--- config.mk ---
export PLATFORM = sky130hd
export DESIGN_NAME = fetch_ctrl_flat
export DESIGN_NICKNAME = d
export VERILOG_FILES = /design/src/rtl/fetch_ctrl_if.sv /design/src/rtl/fetch_ctrl.sv /design/src/flat_wrapper.sv
export SDC_FILE = /design/constraint.sdc
export NUM_CORES = 1
export LEC_CHECK = 0
export ABC_CLOCK_PERIOD_IN_PS = 3250
export BUFFER_PORTS_ARGS = -buffer_cell sky130_fd_sc_hd__buf_2
export CAP_MARGIN = 20
export CORE_MARGIN = 8
export CORE_UTILIZATION = 39
export CTS_CLUSTER_SIZE = 12
export DETAILED_ROUTE_END_ITERATION = 10
export PLACE_DENSITY = 0.67
export SETUP_SLACK_MARGIN = 0.3
export SLEW_MARGIN = 20
export SYNTH_ARGS = -nofsm -noshare
export SYNTH_HDL_FRONTEND = slang
export SYNTH_SLANG_ARGS = --single-unit
--- constraint.sdc ---
create_clock -name clk -period 3.25 [get_ports clk]
set_clock_uncertainty 0.2 [all_clocks]
set_input_delay 0.65 -clock clk [delete_from_list [all_inputs] [get_ports clk]]
set_output_delay 0.65 -clock clk [all_outputs]
set_load 0.02 [all_outputs]
--- src/rtl/fetch_ctrl_if.sv ---
// fetch_ctrl_if: bundles the event inputs, the ICache bank side and the
// instruction-queue handshake of the F-stage fetch controller.
//   master : the fetch controller (drives bank OE, line addresses, valid)
//   slave  : the environment (events, bank miss flags, queue ready)
// Signals:
//   is_init/init_addr, is_resteer/resteer_addr : fetch start / redirect
//   cache_miss_even/odd : bank miss flags, valid the cycle after OE
//   line_ready          : queue accepts the current pair
//   even_OE/odd_OE      : bank read enables
//   FIP_e/FIP_o         : even/odd bank line addresses
//   fetch_offset        : byte offset of first valid byte in the pair
//   line_valid          : pair on the bank outputs is good
//   ptr_wrap            : pulse when the line pointer wraps
interface fetch_ctrl_if #(
    parameter int ADDR_W = 28
);
    logic              is_init;
    logic [31:0]       init_addr;
    logic              is_resteer;
    logic [31:0]       resteer_addr;
    logic              cache_miss_even;
    logic              cache_miss_odd;
    logic              line_ready;
    logic              even_OE;
    logic              odd_OE;
    logic [ADDR_W-1:0] FIP_e;
    logic [ADDR_W-1:0] FIP_o;
    logic [3:0]        fetch_offset;
    logic              line_valid;
    logic              ptr_wrap;

    modport master (
        input  is_init, init_addr, is_resteer, resteer_addr,
        input  cache_miss_even, cache_miss_odd, line_ready,
        output even_OE, odd_OE, FIP_e, FIP_o, fetch_offset, line_valid, ptr_wrap
    );

    modport slave (
        output is_init, init_addr, is_resteer, resteer_addr,
        output cache_miss_even, cache_miss_odd, line_ready,
        input  even_OE, odd_OE, FIP_e, FIP_o, fetch_offset, line_valid, ptr_wrap
    );
endinterface

--- src/rtl/fetch_ctrl.sv ---
// fetch_ctrl: F-stage fetch sequencer. Converts init/resteer events into
// even/odd ICache line-pair requests, waits out misses and replays them, and
// hands each good pair to the instruction queue with a valid/ready handshake.
// Ports:
//   clk  : clock, posedge
//   clr  : asynchronous active-low reset
//   bus  : fetch_ctrl_if.master (events, bank control, queue handshake)
// Parameters:
//   MISS_LAT : cycles spent in MISS before the request is replayed (>=1)
//   ADDR_W   : line-address width (byte address bits [ADDR_W+3:4])
module fetch_ctrl #(
    parameter int MISS_LAT = 4,
    parameter int ADDR_W   = 28
) (
    input  logic         clk,
    input  logic         clr,
    fetch_ctrl_if.master bus
);
    localparam int CW = $clog2(MISS_LAT + 1);

    typedef enum logic [2:0] {IDLE, REQ, RESP, MISS, VALID} state_t;

    state_t            state;
    logic [ADDR_W-1:0] ptr;
    logic [3:0]        offset;
    logic [CW-1:0]     cnt;
    logic              oe;
    logic              valid;
    logic              wrap;

    logic              event_hit;
    logic [31:0]       event_addr;
    logic [ADDR_W:0]   ptr_inc;

    // init outranks resteer when both fire together
    assign event_hit  = bus.is_init | bus.is_resteer;
    assign event_addr = bus.is_init ? bus.init_addr : bus.resteer_addr;
    // extra MSB catches the carry out of the top line-address bit
    assign ptr_inc    = {1'b0, ptr} + (ADDR_W+1)'(2);

    // The first line of the pair goes to whichever bank matches its parity;
    // the other bank gets the following line (modulo 2^ADDR_W).
    assign bus.FIP_e        = ptr[0] ? ptr + ADDR_W'(1) : ptr;
    assign bus.FIP_o        = ptr[0] ? ptr : ptr + ADDR_W'(1);
    assign bus.fetch_offset = offset;
    assign bus.even_OE      = oe;
    assign bus.odd_OE       = oe;
    assign bus.line_valid   = valid;
    assign bus.ptr_wrap     = wrap;

    // Outputs are registered alongside the state so they line up with it.
    always_ff @(posedge clk or negedge clr) begin
        if (!clr) begin
            state  <= IDLE;
            ptr    <= '0;
            offset <= '0;
            cnt    <= '0;
            oe     <= 1'b0;
            valid  <= 1'b0;
            wrap   <= 1'b0;
        end else begin
            wrap <= 1'b0;
            if (event_hit) begin
                // Any in-flight pair is dropped; a concurrent handshake in
                // VALID still completes but the pointer follows the event.
                ptr    <= event_addr[4 +: ADDR_W];
                offset <= event_addr[3:0];
                cnt    <= '0;
                state  <= REQ;
                oe     <= 1'b1;
                valid  <= 1'b0;
            end else begin
                case (state)
                    IDLE: begin
                        oe    <= 1'b0;
                        valid <= 1'b0;
                    end
                    REQ: begin
                        state <= RESP;
                        oe    <= 1'b0;
                    end
                    RESP: begin
                        if (bus.cache_miss_even || bus.cache_miss_odd) begin
                            state <= MISS;
                            cnt   <= CW'(MISS_LAT - 1);
                        end else begin
                            state <= VALID;
                            valid <= 1'b1;
                        end
                    end
                    MISS: begin
                        if (cnt == '0) begin
                            // replay both banks with the unchanged pointer
                            state <= REQ;
                            oe    <= 1'b1;
                        end else begin
                            cnt <= cnt - CW'(1);
                        end
                    end
                    VALID: begin
                        if (bus.line_ready) begin
                            ptr    <= ptr_inc[ADDR_W-1:0];
                            wrap   <= ptr_inc[ADDR_W];
                            offset <= '0;
                            state  <= REQ;
                            oe     <= 1'b1;
                            valid  <= 1'b0;
                        end
                    end
                    default: begin
                        state <= IDLE;
                        oe    <= 1'b0;
                        valid <= 1'b0;
                    end
                endcase
            end
        end
    end
endmodule

--- src/flat_wrapper.sv ---
// flat-port wrapper written by rule: the top's interface ports become plain ports
module fetch_ctrl_flat 
#(
    parameter int MISS_LAT = 4,
    parameter int ADDR_W   = 28
)
  (clk, clr, bus_is_init, bus_init_addr, bus_is_resteer, bus_resteer_addr, bus_cache_miss_even, bus_cache_miss_odd, bus_line_ready, bus_even_OE, bus_odd_OE, bus_FIP_e, bus_FIP_o, bus_fetch_offset, bus_line_valid, bus_ptr_wrap);
  fetch_ctrl_if #(.ADDR_W(ADDR_W)) bus_i ();
  input  logic clk;
  input  logic clr;
  input wire logic [$bits(bus_i.is_init)-1:0] bus_is_init;
  input wire logic [$bits(bus_i.init_addr)-1:0] bus_init_addr;
  input wire logic [$bits(bus_i.is_resteer)-1:0] bus_is_resteer;
  input wire logic [$bits(bus_i.resteer_addr)-1:0] bus_resteer_addr;
  input wire logic [$bits(bus_i.cache_miss_even)-1:0] bus_cache_miss_even;
  input wire logic [$bits(bus_i.cache_miss_odd)-1:0] bus_cache_miss_odd;
  input wire logic [$bits(bus_i.line_ready)-1:0] bus_line_ready;
  output wire logic [$bits(bus_i.even_OE)-1:0] bus_even_OE;
  output wire logic [$bits(bus_i.odd_OE)-1:0] bus_odd_OE;
  output wire logic [$bits(bus_i.FIP_e)-1:0] bus_FIP_e;
  output wire logic [$bits(bus_i.FIP_o)-1:0] bus_FIP_o;
  output wire logic [$bits(bus_i.fetch_offset)-1:0] bus_fetch_offset;
  output wire logic [$bits(bus_i.line_valid)-1:0] bus_line_valid;
  output wire logic [$bits(bus_i.ptr_wrap)-1:0] bus_ptr_wrap;
  assign bus_i.is_init = bus_is_init;
  assign bus_i.init_addr = bus_init_addr;
  assign bus_i.is_resteer = bus_is_resteer;
  assign bus_i.resteer_addr = bus_resteer_addr;
  assign bus_i.cache_miss_even = bus_cache_miss_even;
  assign bus_i.cache_miss_odd = bus_cache_miss_odd;
  assign bus_i.line_ready = bus_line_ready;
  assign bus_even_OE = bus_i.even_OE;
  assign bus_odd_OE = bus_i.odd_OE;
  assign bus_FIP_e = bus_i.FIP_e;
  assign bus_FIP_o = bus_i.FIP_o;
  assign bus_fetch_offset = bus_i.fetch_offset;
  assign bus_line_valid = bus_i.line_valid;
  assign bus_ptr_wrap = bus_i.ptr_wrap;
  fetch_ctrl #(.MISS_LAT(MISS_LAT), .ADDR_W(ADDR_W)) u_core (.clk(clk), .clr(clr), .bus(bus_i));
endmodule
==> results of run 1 <==
sequential cells by signal (all words and copies together), names as in the netlist:
| signal | count |
|---|---|
| u_core.bus.even_OE | 1 |
| u_core.ptr | 28 |
| u_core.bus.line_valid | 1 |
| u_core.cnt | 3 |
| u_core.bus.fetch_offset | 4 |
| u_core.bus.ptr_wrap | 1 |
| u_core.state | 3 |
metal layers:
metal | vias up | wire, um | track usage
met2 | 143 | 5070 | 0.301
met4 | 0 | 251 | 0.0496
met1 | 1620 | 4660 | 0.231
li1 | 1672 | - | -
met5 | - | 0 | 0
met3 | 17 | 1050 | 0.0575
metrics by stage:
step,hold WS [ns],worst slack [ns]
6_report,0.300,0.325
3_3_place_gp,0.269,0.348
5_1_grt,0.332,0.262
3_5_place_dp,0.290,0.275
4_1_cts,0.307,0.284
2_1_floorplan,0.154,0.312
how the worst min path moves through the flow:
stage,endpoint,slack (ns),cells past startpoint
5_1_grt,u_core.cnt[0],0.33,1
6_report,u_core.ptr[27],0.30,1
2_1_floorplan,u_core.bus.even_OE,0.15,0
3_5_place_dp,u_core.cnt[0],0.29,1
4_1_cts,u_core.cnt[0],0.31,1
3_3_place_gp,u_core.cnt[0],0.27,1
worst max-delay path, delay by kind of cell, from the launching register on:
| kind | cells | cell delay, ns |
|---|---|---|
| xor+xnor | 1 | 0.16 |
| simple gates | 4 | 0.65 |
| buf+inv | 2 | 0.33 |
| fa+ha+maj | 1 | 0.21 |
| flops | 1 | 0.43 |
synthesized netlist by cell type, types with 2 or more instances:
cell       n
and4_1     2
clkbuf_1  34
nand2_1   50
o22ai_1    8
nor2_1    27
nor3_1    14
nor3_2     5
a211oi_1  12
o31ai_1    2
nand3_1   18
buf_4      6
xnor2_1   41
nand4_1   15
xor2_1    21
or2_2      2
a21oi_1   31
a22oi_1    5
mux2i_1    4
buf_2     10
nor4_1     6
dfrtp_1   41
nor2b_1   11
o21ai_0   15
ha_1       5
and3_1     5
conb_1     2
and2_1     4
inv_1     12
cell type report:
type / instances / area [sq um] / share of cell area
clock buffer: 7 / 86.3 / 0.0201
timing repair buffer: 159 / 875 / 0.203
clock inverter: 1 / 30.0 / 0.00698
inverter: 13 / 48.8 / 0.0113
tap: 105 / 131 / 0.0305
multi-input combinational: 319 / 2100 / 0.487
sequential: 41 / 1040 / 0.241
cells by family (layout without fill, tap and decap cells):
logic type	count (synthesis)	in the layout	share of synthesized area
mux	4	4	0.0122
fa+ha+maj	5	5	0.0190
xor+xnor	62	62	0.165
buf+inv	63	180	0.0825
other cells	2	2	0.00228
flops	41	41	0.312
simple gates	168	168	0.266
compound gates	78	78	0.141
where the power goes:
part	total [uW]	switching, uW	leakage, uW	internal, uW
registers	622	68.9	0.000483	553
clock network	429	178	0.0000585	251
logic	532	323	0.00132	209
cell usage in the layout, fill, tap and decap left out, types with 15 or more instances in the layout:
| cell | Yosys | layout |
|---|---|---|
| buf_2 | 10 | 129 |
| nand4_1 | 15 | 15 |
| dfrtp_1 | 41 | 32 |
| xor2_1 | 21 | 21 |
| xnor2_1 | 41 | 39 |
| nor2_1 | 27 | 25 |
| buf_4 | 6 | 29 |
| nand3_1 | 18 | 15 |
| o21ai_0 | 15 | 15 |
| nand2_1 | 50 | 50 |
| a21oi_1 | 31 | 31 |
what timing repair did:
item                                    CTS  global route
hold buffers                              0             0
buffers inserted                          2             8
pin swaps                                 1             4
endpoints found under the setup margin   23            26
gates resized for setup                  11            21
==> flow_summary_export.csv, run 1 <==
group,metric,value,unit
setup_path,arrival,2.07,ns
power,p_per_area,368,mW/mm^2
floorplanning,ios,135,
finish,fillCellCount,815,
global_routing,grt_max_degree,42,
detailed_routing,detail_route.first_pass.iterations,4,
power,total_power,1580,uW
clock_tree,cts_sinks,41,
sta,fin_crit_sh,0.900,
outcome,status,"finished, final reports clean",
clock_tree,clk_pin_slew,0.08,ns
clock_tree,insertion_delay,0.29,ns
detailed_routing,wl_per_cell,17.1,um
setup_path,cp_slowest_cell,"dfrtp_2",
sta,setup_viol,0,
power,vdd_drop_max,231,uV
sta,maxSlewViolCount,0,
clock_tree,cts_root_buf,"clkbuf_8",
sta,rsz0062_at_grt,"yes",
synthesis,synth_top_flop_cell,"dfrtp_1",
finish,nets,615,
finish,fin_area,0.00430,sq mm
sta,timing.setup.tns,0,ns
synthesis,synth_nets,499,
finish,drive_gt1_frac,0.367,
setup_path,r2r-end,"u_core.ptr[17]",
sta,fmax,0.342,GHz
global_routing,grtUsageTotal,0.185,
setup_path,crit_path_start,"u_core.ptr[2]",
detailed_routing,via_per_inst,5.35,
sta,tightest_slew,0.947,ns
synthesis,ys_ff_latch,41,
synthesis,yosysTopAreaCellShare,0.312,
detailed_routing,vias,3452,
synthesis,syn_inst,423,
floorplanning,fp.coreArea,0.00822,sq mm
finish,fin_util,0.524,
placed_design,dp.final_hpwl,8320,um
setup_path,worstReg2RegStart,"u_core.ptr[2]",
floorplanning,die-area,0.0116,sq mm
setup_path,crit_type,"reg2out",
sta,relSlewSlack,0.368,
clock_tree,cts_buffers,5,
detailed_routing,antenna_left,0,
floorplanning,die_width,108,um
job,max-cap-violations,0,
finish,stdcell_count,645,
global_routing,grt_pass1_vias,3524,
detailed_routing,finalWirelength,11000,um
synthesis,yosysWarnings,0,
setup_path,end_kind,"output pin",
power,leakagePower,0.00186,uW
setup_path,crit_required,2.40,ns
placed_design,post_dp_cell_area,0.00401,sq mm
sta,post-route-min-period,2.92,ns
finish,area_growth_syn_to_layout,30.7,%
hold_path,hold_class,"in2async",
synthesis,postSynthAreaPerCell,7.78,sq um
clock_tree,cts_tree,"built",
detailed_routing,drt_iter0_markers,179,
synthesis,synthTopCellsByArea,"dfrtp_1, xnor2_1, nand2_1, xor2_1, a21oi_1",
setup_path,reg2regPathDepth,7,
setup_path,critical_path.max_fanout,8,
floorplanning,dieHeight,108,um
global_routing,grt_antenna_before_repair,0,
setup_path,crit_end,"bus_FIP_e[21]",
sta,finalHoldViolCount,0,
setup_path,rrSetupSlack,0.73,ns
global_routing,grt_pass1_wl,17600,um
clock_tree,clockBufferDepth,2,
synthesis,netlist_area,0.00329,sq mm
clock_tree,cts_max_level,2,
synthesis,ys_seq_area_frac,0.312,
finish,antennaDiodeCount,0,
placed_design,gp_congestion,0.884,
placed_design,place_inst,627,
global_routing,grt_overflow,0,
floorplanning,num_rows,33,
synthesis,synth_edf_count,0,
setup_path,cpPeakStageDelay,0.43,ns
setup_path,worstSetupStartpointType,"flop",
detailed_routing,drc,0,
synthesis,async_flop_share,1.00,
synthesis,ys_types,43,
floorplanning,initial_core_util,0.401,
placed_design,port-buffer-count,132,
setup_path,crit_chain,"ha_2 -> and4_4 -> nand3_4 -> nor4_4 -> buf_6 -> nand4_1 -> xnor2_2 -> buf_4",
synthesis,yosysTopAreaCell,"dfrtp_1",
No activity file was read; power rests on OpenSTA's default activity.
==> inputs of run 2 (changes only) <==
Settings changed: PLACE_DENSITY 0.67 to 0.71.
==> flow_summary_export.csv, run 2 (synthesized netlist as in run 1, its figures left out) <==
group,metric,value,unit
outcome,status,"finished, final reports clean",
setup_path,crit_required,2.40,ns
detailed_routing,wl_met3,927,um
global_routing,grt_pass1_wl,17100,um
global_routing,grt_antenna_before_repair,0,
power,p_per_area,354,mW/mm^2
power,clockPowerShare,0.251,
setup_path,critical_path.max_fanout,4,
finish,multiInputGateArea,0.00214,sq mm
clock_tree,cts_buffers,5,
detailed_routing,routed.top_layer,"met4",
power,internal-power,967,uW
setup_path,cp_slowest_cell,"dfrtp_1",
setup_path,path_buf_inv,2,
setup_path,arrival,2.12,ns
clock_tree,cts_tree,"built",
sta,holdWs,0.295,ns
sta,fmax,0.337,GHz
power,p_seq_frac,0.397,
detailed_routing,drt_iter0_markers,168,
clock_tree,cts_root_buf,"clkbuf_8",
sta,setup_viol,0,
finish,drive_gt1_frac,0.379,
placed_design,gp_congestion,0.904,
sta,relSlewSlack,0.363,
global_routing,grtUsageTotal,0.181,
job,max-cap-violations,0,
setup_path,end_kind,"output pin",
placed_design,dp.final_hpwl,8230,um
clock_tree,hold_buffers,0,
detailed_routing,met1_length,4640,um
finish,most-common-layout-cells,"buf_2, nand2_1, xnor2_1, buf_4, dfrtp_1",
detailed_routing,met2_length,5180,um
global_routing,grt_overflow,0,
finish,area_growth_syn_to_layout,33.5,%
setup_path,rrSetupSlack,0.64,ns
global_routing,grt_max_degree,42,
placed_design,port-buffer-count,132,
setup_path,cpPeakStageDelay,0.43,ns
detailed_routing,wl_per_cell,16.8,um
floorplanning,die-area,0.0116,sq mm
power,swShare,0.378,
setup_path,crit_chain,"ha_2 -> and4_1 -> nand3_2 -> buf_4 -> nor3_1 -> xnor2_1 -> buf_2",
sta,maxSlewViolCount,0,
floorplanning,ios,135,
floorplanning,fp.coreArea,0.00822,sq mm
power,vdd_drop_max,172,uV
setup_path,worstReg2RegStart,"u_core.state[0]",
clock_tree,cts_sinks,41,
sta,finalHoldViolCount,0,
floorplanning,dieHeight,108,um
setup_path,crit_type,"reg2out",
detailed_routing,vias,3460,
setup_path,crit_path_start,"u_core.ptr[1]",
detailed_routing,finalWirelength,10900,um
finish,largest_register_ffs,28,
detailed_routing,antenna_left,0,
detailed_routing,detail_route.first_pass.iterations,5,
sta,fin_crit_sh,0.913,
finish,antennaDiodeCount,0,
finish,fillCellCount,785,
clock_tree,clk_pin_slew,0.09,ns
setup_path,crit_family,"simple AND/OR/NAND/NOR gates",
clock_tree,clockBufferDepth,2,
setup_path,worstSetupStartpointType,"flop",
detailed_routing,via_per_inst,5.31,
finish,layout_commonest_cell,"buf_2",
sta,post-route-min-period,2.97,ns
power,power_frac_comb,0.353,
sta,rsz0062_at_grt,"yes",
clock_tree,cts_max_level,2,
sta,timing.setup.tns,0,ns
finish,ff_latch_area,0.00104,sq mm
floorplanning,die_width,108,um
power,switching_power,587,uW
floorplanning,num_rows,33,
finish,nets,621,
finish,top_register,"u_core.ptr",
clock_tree,insertion_delay,0.30,ns
power,leakagePower,0.00190,uW
sta,tightest_slew,0.955,ns
detailed_routing,drc,0,
floorplanning,initial_core_util,0.401,
hold_path,hold_class,"in2async",
global_routing,grt_pass1_vias,3532,
run 2: timing repair:
action                     CTS  global route
pin swaps                    0             8
resized for setup           15            26
setup buffers                2            12
setup endpoints to repair   24            26
run 2: power by group through the flow:
| stage | Clock (uW) | Sequential (uW) | Combinational (uW) |
|---|---|---|---|
| final | 389 | 617 | 548 |
| after global routing | 411 | 623 | 596 |
| after CTS | 396 | 612 | 520 |
| after detailed placement | 0 | 623 | 508 |
| after global placement | 0 | 621 | 503 |
| after floorplan | 0 | 594 | 352 |
run 2: cell type report:
| type | count | area share |
|---|---|---|
| well taps | 105 | 0.0299 |
| clock inverters | 1 | 0.00199 |
| inverters | 13 | 0.0111 |
| clock buffers | 7 | 0.0219 |
| repair buffers | 165 | 0.213 |
| multi-input cells | 319 | 0.486 |
| flip-flops and latches | 41 | 0.236 |
run 2: routing by layer:
metal | track usage | up-vias
met2 | 0.303 | 149
met3 | 0.0455 | 16
met1 | 0.227 | 1616
met4 | 0.0446 | 0
li1 | - | 1679
met5 | 0 | -
run 2: path summary, 6_finish.rpt:
path / endpoint / cells after the start
min in group clk: u_core.cnt[0] / 1
worst max-delay path: bus_FIP_e[11] / 7
max in group asynchronous: u_core.ptr[18] / 1
worst min register to register: u_core.cnt[0] / 1
worst min-delay path: u_core.state[0] / 1
worst max register to register: u_core.ptr[18] / 6
run 2: stage by stage:
| step | area, sq um | std cells | worst slack [ns] | util | power, uW |
|---|---|---|---|---|---|
| finish | 4390 | 651 | 0.282 | 0.535 | 1550 |
| CTS | 4180 | 639 | 0.227 | 0.509 | 1530 |
| floorplan | 3310 | 423 | 0.312 | - | 946 |
| global route | 4390 | 651 | 0.193 | 0.535 | 1630 |
| detailed placement | 4020 | 629 | 0.384 | 0.489 | 1130 |
| global placement | 4020 | 629 | 0.482 | 0.489 | 1120 |
